`src/rtl/sdram_model_pkg.sv`:
```
// Shared types for the SDR SDRAM chip model: command encodings, error codes,
// bank states and address field widths.
package sdram_model_pkg;

  localparam int COL_W    = 10;
  localparam int ROW_W    = 13;
  localparam int RD_DEPTH = 3;

  typedef enum logic [2:0] {
    CMD_LMR   = 3'b000,
    CMD_REF   = 3'b001,
    CMD_PRE   = 3'b010,
    CMD_ACT   = 3'b011,
    CMD_WRITE = 3'b100,
    CMD_READ  = 3'b101,
    CMD_BST   = 3'b110,
    CMD_NOP   = 3'b111
  } sdram_cmd_t;

  typedef enum logic [2:0] {
    ERR_NONE     = 3'd0,
    ERR_NOT_OPEN = 3'd1,
    ERR_TRCD     = 3'd2,
    ERR_ACT      = 3'd3,
    ERR_NOT_IDLE = 3'd4,
    ERR_MODE     = 3'd5,
    ERR_COLLIDE  = 3'd6
  } sdram_err_t;

  typedef enum logic [1:0] {
    BANK_IDLE,
    BANK_ACTIVATING,
    BANK_OPEN,
    BANK_PRECHARGING
  } bank_state_t;

endpackage

```
`src/rtl/sdram_bank_fsm.sv`:
```
// One SDRAM bank: tracks IDLE/ACTIVATING/OPEN/PRECHARGING, the open row and
// the tRCD/tRP timer. Commands arriving here have already been checked legal.
module sdram_bank_fsm
  import sdram_model_pkg::*;
#(
  parameter int T_RCD = 2,
  parameter int T_RP  = 2
) (
  input  logic             clk,
  input  logic             rst,
  input  logic             act_i,
  input  logic             pre_i,
  input  logic [ROW_W-1:0] row_i,
  output bank_state_t      state_o,
  output logic [ROW_W-1:0] row_o,
  output logic             can_rw,
  output logic             can_act
);

  localparam int TW = 8;

  bank_state_t      state_q, state_d;
  logic [TW-1:0]    timer_q, timer_d;
  logic [ROW_W-1:0] row_q, row_d;

  always_ff @(posedge clk or posedge rst) begin
    if (rst) begin
      state_q <= BANK_IDLE;
      timer_q <= '0;
      row_q   <= '0;
    end else begin
      state_q <= state_d;
      timer_q <= timer_d;
      row_q   <= row_d;
    end
  end

  // Timer holds the remaining wait; the transition fires on the edge where
  // it reads 1 (or 0 for a one-cycle timing), so the next edge may issue.
  always_comb begin
    state_d = state_q;
    row_d   = row_q;
    timer_d = (timer_q != '0) ? timer_q - TW'(1) : '0;
    case (state_q)
      BANK_IDLE: begin
        if (act_i) begin
          state_d = BANK_ACTIVATING;
          row_d   = row_i;
          timer_d = TW'(T_RCD - 1);
        end
      end
      BANK_ACTIVATING: begin
        if (timer_q <= TW'(1)) state_d = BANK_OPEN;
      end
      BANK_OPEN: begin
        if (pre_i) begin
          state_d = BANK_PRECHARGING;
          timer_d = TW'(T_RP - 1);
        end
      end
      BANK_PRECHARGING: begin
        if (timer_q <= TW'(1)) state_d = BANK_IDLE;
      end
      default: state_d = BANK_IDLE;
    endcase
  end

  always_comb begin
    state_o = state_q;
    row_o   = row_q;
    can_rw  = (state_q == BANK_OPEN);
    can_act = (state_q == BANK_IDLE);
  end

endmodule

```
`config.mk`:
```
export PLATFORM = sky130hd
export DESIGN_NAME = sdram_bank_fsm
export DESIGN_NICKNAME = d
export VERILOG_FILES = /design/src/rtl/sdram_model_pkg.sv /design/src/rtl/sdram_bank_fsm.sv
export SDC_FILE = /design/constraint.sdc
export NUM_CORES = 1
export LEC_CHECK = 0
export ABC_CLOCK_PERIOD_IN_PS = 3100
export BUFFER_PORTS_ARGS = -buffer_cell sky130_fd_sc_hd__buf_2
export CORE_UTILIZATION = 30
export CTS_BUF_LIST = sky130_fd_sc_hd__clkbuf_16
export CTS_CLUSTER_SIZE = 24
export DETAILED_ROUTE_END_ITERATION = 12
export PLACE_DENSITY = 0.57
export SETUP_SLACK_MARGIN = 0.02
export SLEW_MARGIN = 5
export SYNTH_ARGS = -nofsm -noshare
export SYNTH_HDL_FRONTEND = slang
export SYNTH_SLANG_ARGS = --single-unit
```
`constraint.sdc`:
```
create_clock -name clk -period 3.1 [get_ports clk]
set_input_delay 0.31 -clock clk [delete_from_list [all_inputs] [get_ports clk]]
set_output_delay 0.31 -clock clk [all_outputs]
set_load 0.05 [all_outputs]
```
======== Word-level counts from Yosys, hierarchy flattened ========
Cells that the tools add are included.
cells by class
  muxes and demuxes ....................... 9
  bitwise operators ....................... 0
  $lt $le $gt $ge ......................... 1
  multipliers ............................. 0
  equal/unequal tests ..................... 7
  shift operators ......................... 0
  reductions and logical operators ........ 4
  add/subtract/negate cells ............... 1
  divide/modulo/power cells ............... 0
operators with widths
  kind                                                                              number
  8-bit two-way mux                                                                 3
  8-bit case mux with 2 select lines                                                1
  8-bit by 1-bit less-or-equal comparator with 1-bit output, second input constant  1
  2-bit two-way mux                                                                 4
  2-bit inequality test, second input constant                                      4
  2-bit case mux with 4 select lines                                                1
  8-bit nonzero test                                                                1
  8-bit by 1-bit subtractor with 8-bit output, second input constant                1
  2-bit equality test, second input constant                                        2
  4-bit AND reduction                                                               1
  2-bit by 1-bit equality test with 1-bit output, second input constant             1
  2-bit zero test                                                                   1
  2-bit AND reduction                                                               1
word-level totals
  bits of input ports ..................... 17
  bits in writable memories ............... 0
  register bits after elaboration ......... 23
  bits in latches ......................... 0
  memories kept ........................... 0
  memory bits (read-only) ................. 0

======== Logic depth before layout (Yosys ltp) ========
  depth in word-level cells ............... 4
  gate-level depth with buffers ........... 6

======== Least setup slack after synthesis ========
Ideal clock, no wire load.
  kind .................................... register to register
  from .................................... register state_q[0], in the netlist state_o[0]
  to ...................................... register row_q[3], in the netlist row_o[3]
  arrival time ............................ 2.076 ns
  clock period less this slack ............ 2.204 ns
  path slack .............................. 0.896 ns
  cell stages (with the launch flop) ...... 6
  cells stage by stage .................... dfrtp_1 > inv_1 > ha_1 > nand2_1 > buf_2 > mux2_1
on the way
  cells in the longest elaborated chain, start to end .. 2
RTL lines
  item                           RTL line              source
  start: declaration             sdram_bank_fsm.sv:22  bank_state_t state_q, state_d;
  start signal: assignment       sdram_bank_fsm.sv:32  state_q <= state_d;
  2-bit zero test                -
  net can_act                    sdram_bank_fsm.sv:17  output logic can_act
  2-bit AND reduction (no line)  -
  end signal: assignment         sdram_bank_fsm.sv:34  row_q <= row_d;
  end: declaration               sdram_bank_fsm.sv:24  logic [ROW_W-1:0] row_q, row_d;
The timed path passes the listed nets, and every way through them passes these cells.
A chain may end at the register's enable or synchronous reset.

======== Worst setup path after layout ========
  from .................................... register state_q[0], in the netlist state_o[0]
  to ...................................... register timer_q[2]
on the way
  cells in the longest elaborated chain, start to end .. 2
RTL lines
  item                                                           RTL line              source
  2-bit equality test / 2-bit zero test (equally long branches)  sdram_bank_fsm.sv:44  case (state_q)
  8-bit case mux with 2 select lines (*)                         sdram_bank_fsm.sv:44
  net timer_d[2]                                                 sdram_bank_fsm.sv:23  logic [TW-1:0] timer_q, timer_d;
  end signal: assignment                                         sdram_bank_fsm.sv:33  timer_q <= timer_d;
  end: declaration                                               sdram_bank_fsm.sv:23
Mark *: on every way through the listed nets, which the timed path passes. The rest lies on a longest branch.

==> results.json <==
{
  "status": "completed",
  "clkSlewWorstSetupHoldPaths_ns": 0.06,
  "timing.max_cap.violations": 0,
  "syn_area_per_cell_sq_um": 12.6,
  "num-nets-final": 148,
  "ios": 34,
  "cts_hold_buffers": 0,
  "ys_types": 27,
  "fin_crit_sh_pct": 58.7,
  "drtPass1Iterations": 4,
  "slew_violations": 0,
  "fmax_mhz": 549,
  "layout_commonest_cell": "buf_2",
  "h-tree-depth": 1,
  "ant_nets": 0,
  "rsz0062_at_grt": "no",
  "synthesis.nets": 111,
  "clock_latency_ns": 0.26,
  "dr.first_iter.drc_count": 16,
  "antenna_found_initial": 0,
  "ys_ff_latch": 23,
  "skew_ns": 0.00325,
  "cts_tree": "done",
  "grt_pass1_wl_mm": 3.68,
  "cts.sinks": 23,
  "hold_path.class": "in -> async",
  "grt.total_usage_pct": 11.8,
  "max_slew_margin_pct": 42.3,
  "dieWidth_um": 62.9,
  "core_sq_um": 3440,
  "port_buffers": 33,
  "postSynthCellCount": 88,
  "setup_violations": 0,
  "fill_cells": 334,
  "cp.required_ns": 3.24,
  "syn_area_sq_um": 1110,
  "whs_ns": 0.225,
  "area_delta_synth_final_pct": 26.8,
  "diodes": 0,
  "die-area_sq_um": 3960,
  "layout_min_cycle_time_ns": 1.82,
  "grt_overflow": 0,
  "wl_mm": 2.03,
  "hold_violations": 0,
  "drc": 0,
  "timing.setup.tns_ns": 0,
  "clockBufferDepth": 2,
  "ys.warnings.count": 0,
  "rows": 21,
  "crit_arrival_ns": 1.96,
  "post_drt_wl_per_cell_um": 12.0,
  "r2r_start": "state_o[0]$_DFFE_PP0P_",
  "crit_fanout": 5,
  "die_h_um": 62.9,
  "postCtsSetupBuffers": 0,
  "drive_above_1_share_pct": 45.2,
  "ys_seq_area_share_pct": 51.7,
  "endpoint_kind": "flop",
  "dr_total_vias": 782,
  "cts_root_buffer": "clkbuf_16",
  "hpwl_mm": 1.56,
  "grt_pass1_vias": 808,
  "layout_common_cells": "buf_2, dfrtp_1, mux2_2",
  "crit_start": "state_o[0]$_DFFE_PP0P_",
  "tightest_slew_ns": 0.864,
  "startpoint_type": "flop",
  "path_class": "reg -> reg",
  "gp_congestion": 0.768,
  "cts_made_buffers": 3,
  "start_util_pct": 32.3,
  "grt_max_degree": 24,
  "ctsResizeCount": 0,
  "via_per_inst": 4.60
}
## worst paths after layout
| kind | cells after the start | slack (ns) | endpoint |
|---|---|---|---|
| max | 6 | 1.28 | timer_q[2]$_DFF_PP0_ |
| min | 2 | 0.23 | row_o[0]$_DFFE_PP0P_ |
| max reg2reg | 6 | 1.28 | timer_q[2]$_DFF_PP0_ |
| min reg2reg | 1 | 0.50 | row_o[4]$_DFFE_PP0P_ |
| max in group asynchronous | 2 | 2.34 | timer_q[0]$_DFF_PP0_ |
| min in group clk | 2 | 0.27 | row_o[9]$_DFFE_PP0P_ |
## stage by stage
stage	instances	setup WS (ns)	util [%]	cell area, sq um
after floorplan	88	0.896	-	1110
after global placement	166	1.31	38.6	1330
after detailed placement	166	1.28	38.6	1330
after CTS	170	1.27	41.0	1410
after global routing	170	1.11	41.0	1410
final	170	1.28	41.0	1410
## cell type report
class                           instances  area (sq um)  area share [%]
Inverter                                6          22.5            1.60
Tap cell                               46          57.6            4.08
Clock inverter                          1          5.00           0.355
Timing Repair Buffer                   33           165            11.7
Clock buffer                            3          75.1            5.32
Sequential cell                        23           576            40.8
Multi-Input combinational cell         58           509            36.1
## kinds of logic after synthesis
kind of cell,Yosys count,share of synthesized area [%]
flops,23,51.7
compound gates,10,8.66
xor+xnor,2,1.58
fa+ha+maj,6,6.75
buf+inv,7,2.47
mux,16,16.4
simple gates,24,12.4
## critical path, cell delays in order, from the launching register on
cell and delay [ns]:
dfrtp_1 0.40, inv_1 0.08, ha_1 0.24, nor2b_1 0.18
a211oi_1 0.55, a21o_2 0.20, nor2_1 0.05
## synthesized netlist by cell type
master     number  share of area, %
nand2b_1        1              0.56
nor4_4          1               1.9
xnor2_1         2               1.6
inv_1           6               2.0
or2_2           1              0.56
a21o_2          1              0.79
dfrtp_1        23                52
ha_1            6               6.7
mux2_2         12                12
nor2_1          9               3.0
nor4_1          1              0.56
a211oi_1        1              0.68
nand3b_1        1              0.68
nand4b_1        1              0.79
a2bb2oi_1       1              0.79
nor2b_1         2               1.1
o211ai_2        1               1.1
nor3b_2         1               1.1
o31ai_1         1              0.68
mux2_1          2               2.0
buf_2           1              0.45
a21oi_1         3               1.3
a221o_1         1              0.90
mux2i_1         1              0.90
nand2_1         6               2.0
a221oi_4        1               2.4
mux2_4          1               1.3
## sequential cells by signal (all words and copies together) (netlist names)
register,cells
state_o,2
timer_q,8
row_o,13
## per-layer routing
metal  vias to the layer above  GRT usage [%]  part of all wire [%]
li1                        377              -                     -
met4                         0           4.36                   1.4
met1                       381           14.0                    43
met5                         -              0                     0
met3                         4           3.28                   3.5
met2                        20           20.2                    52
Power is left out: the tool's default activity adds up to more than one toggle a clock period on the data nets, which glitch-free logic cannot reach.
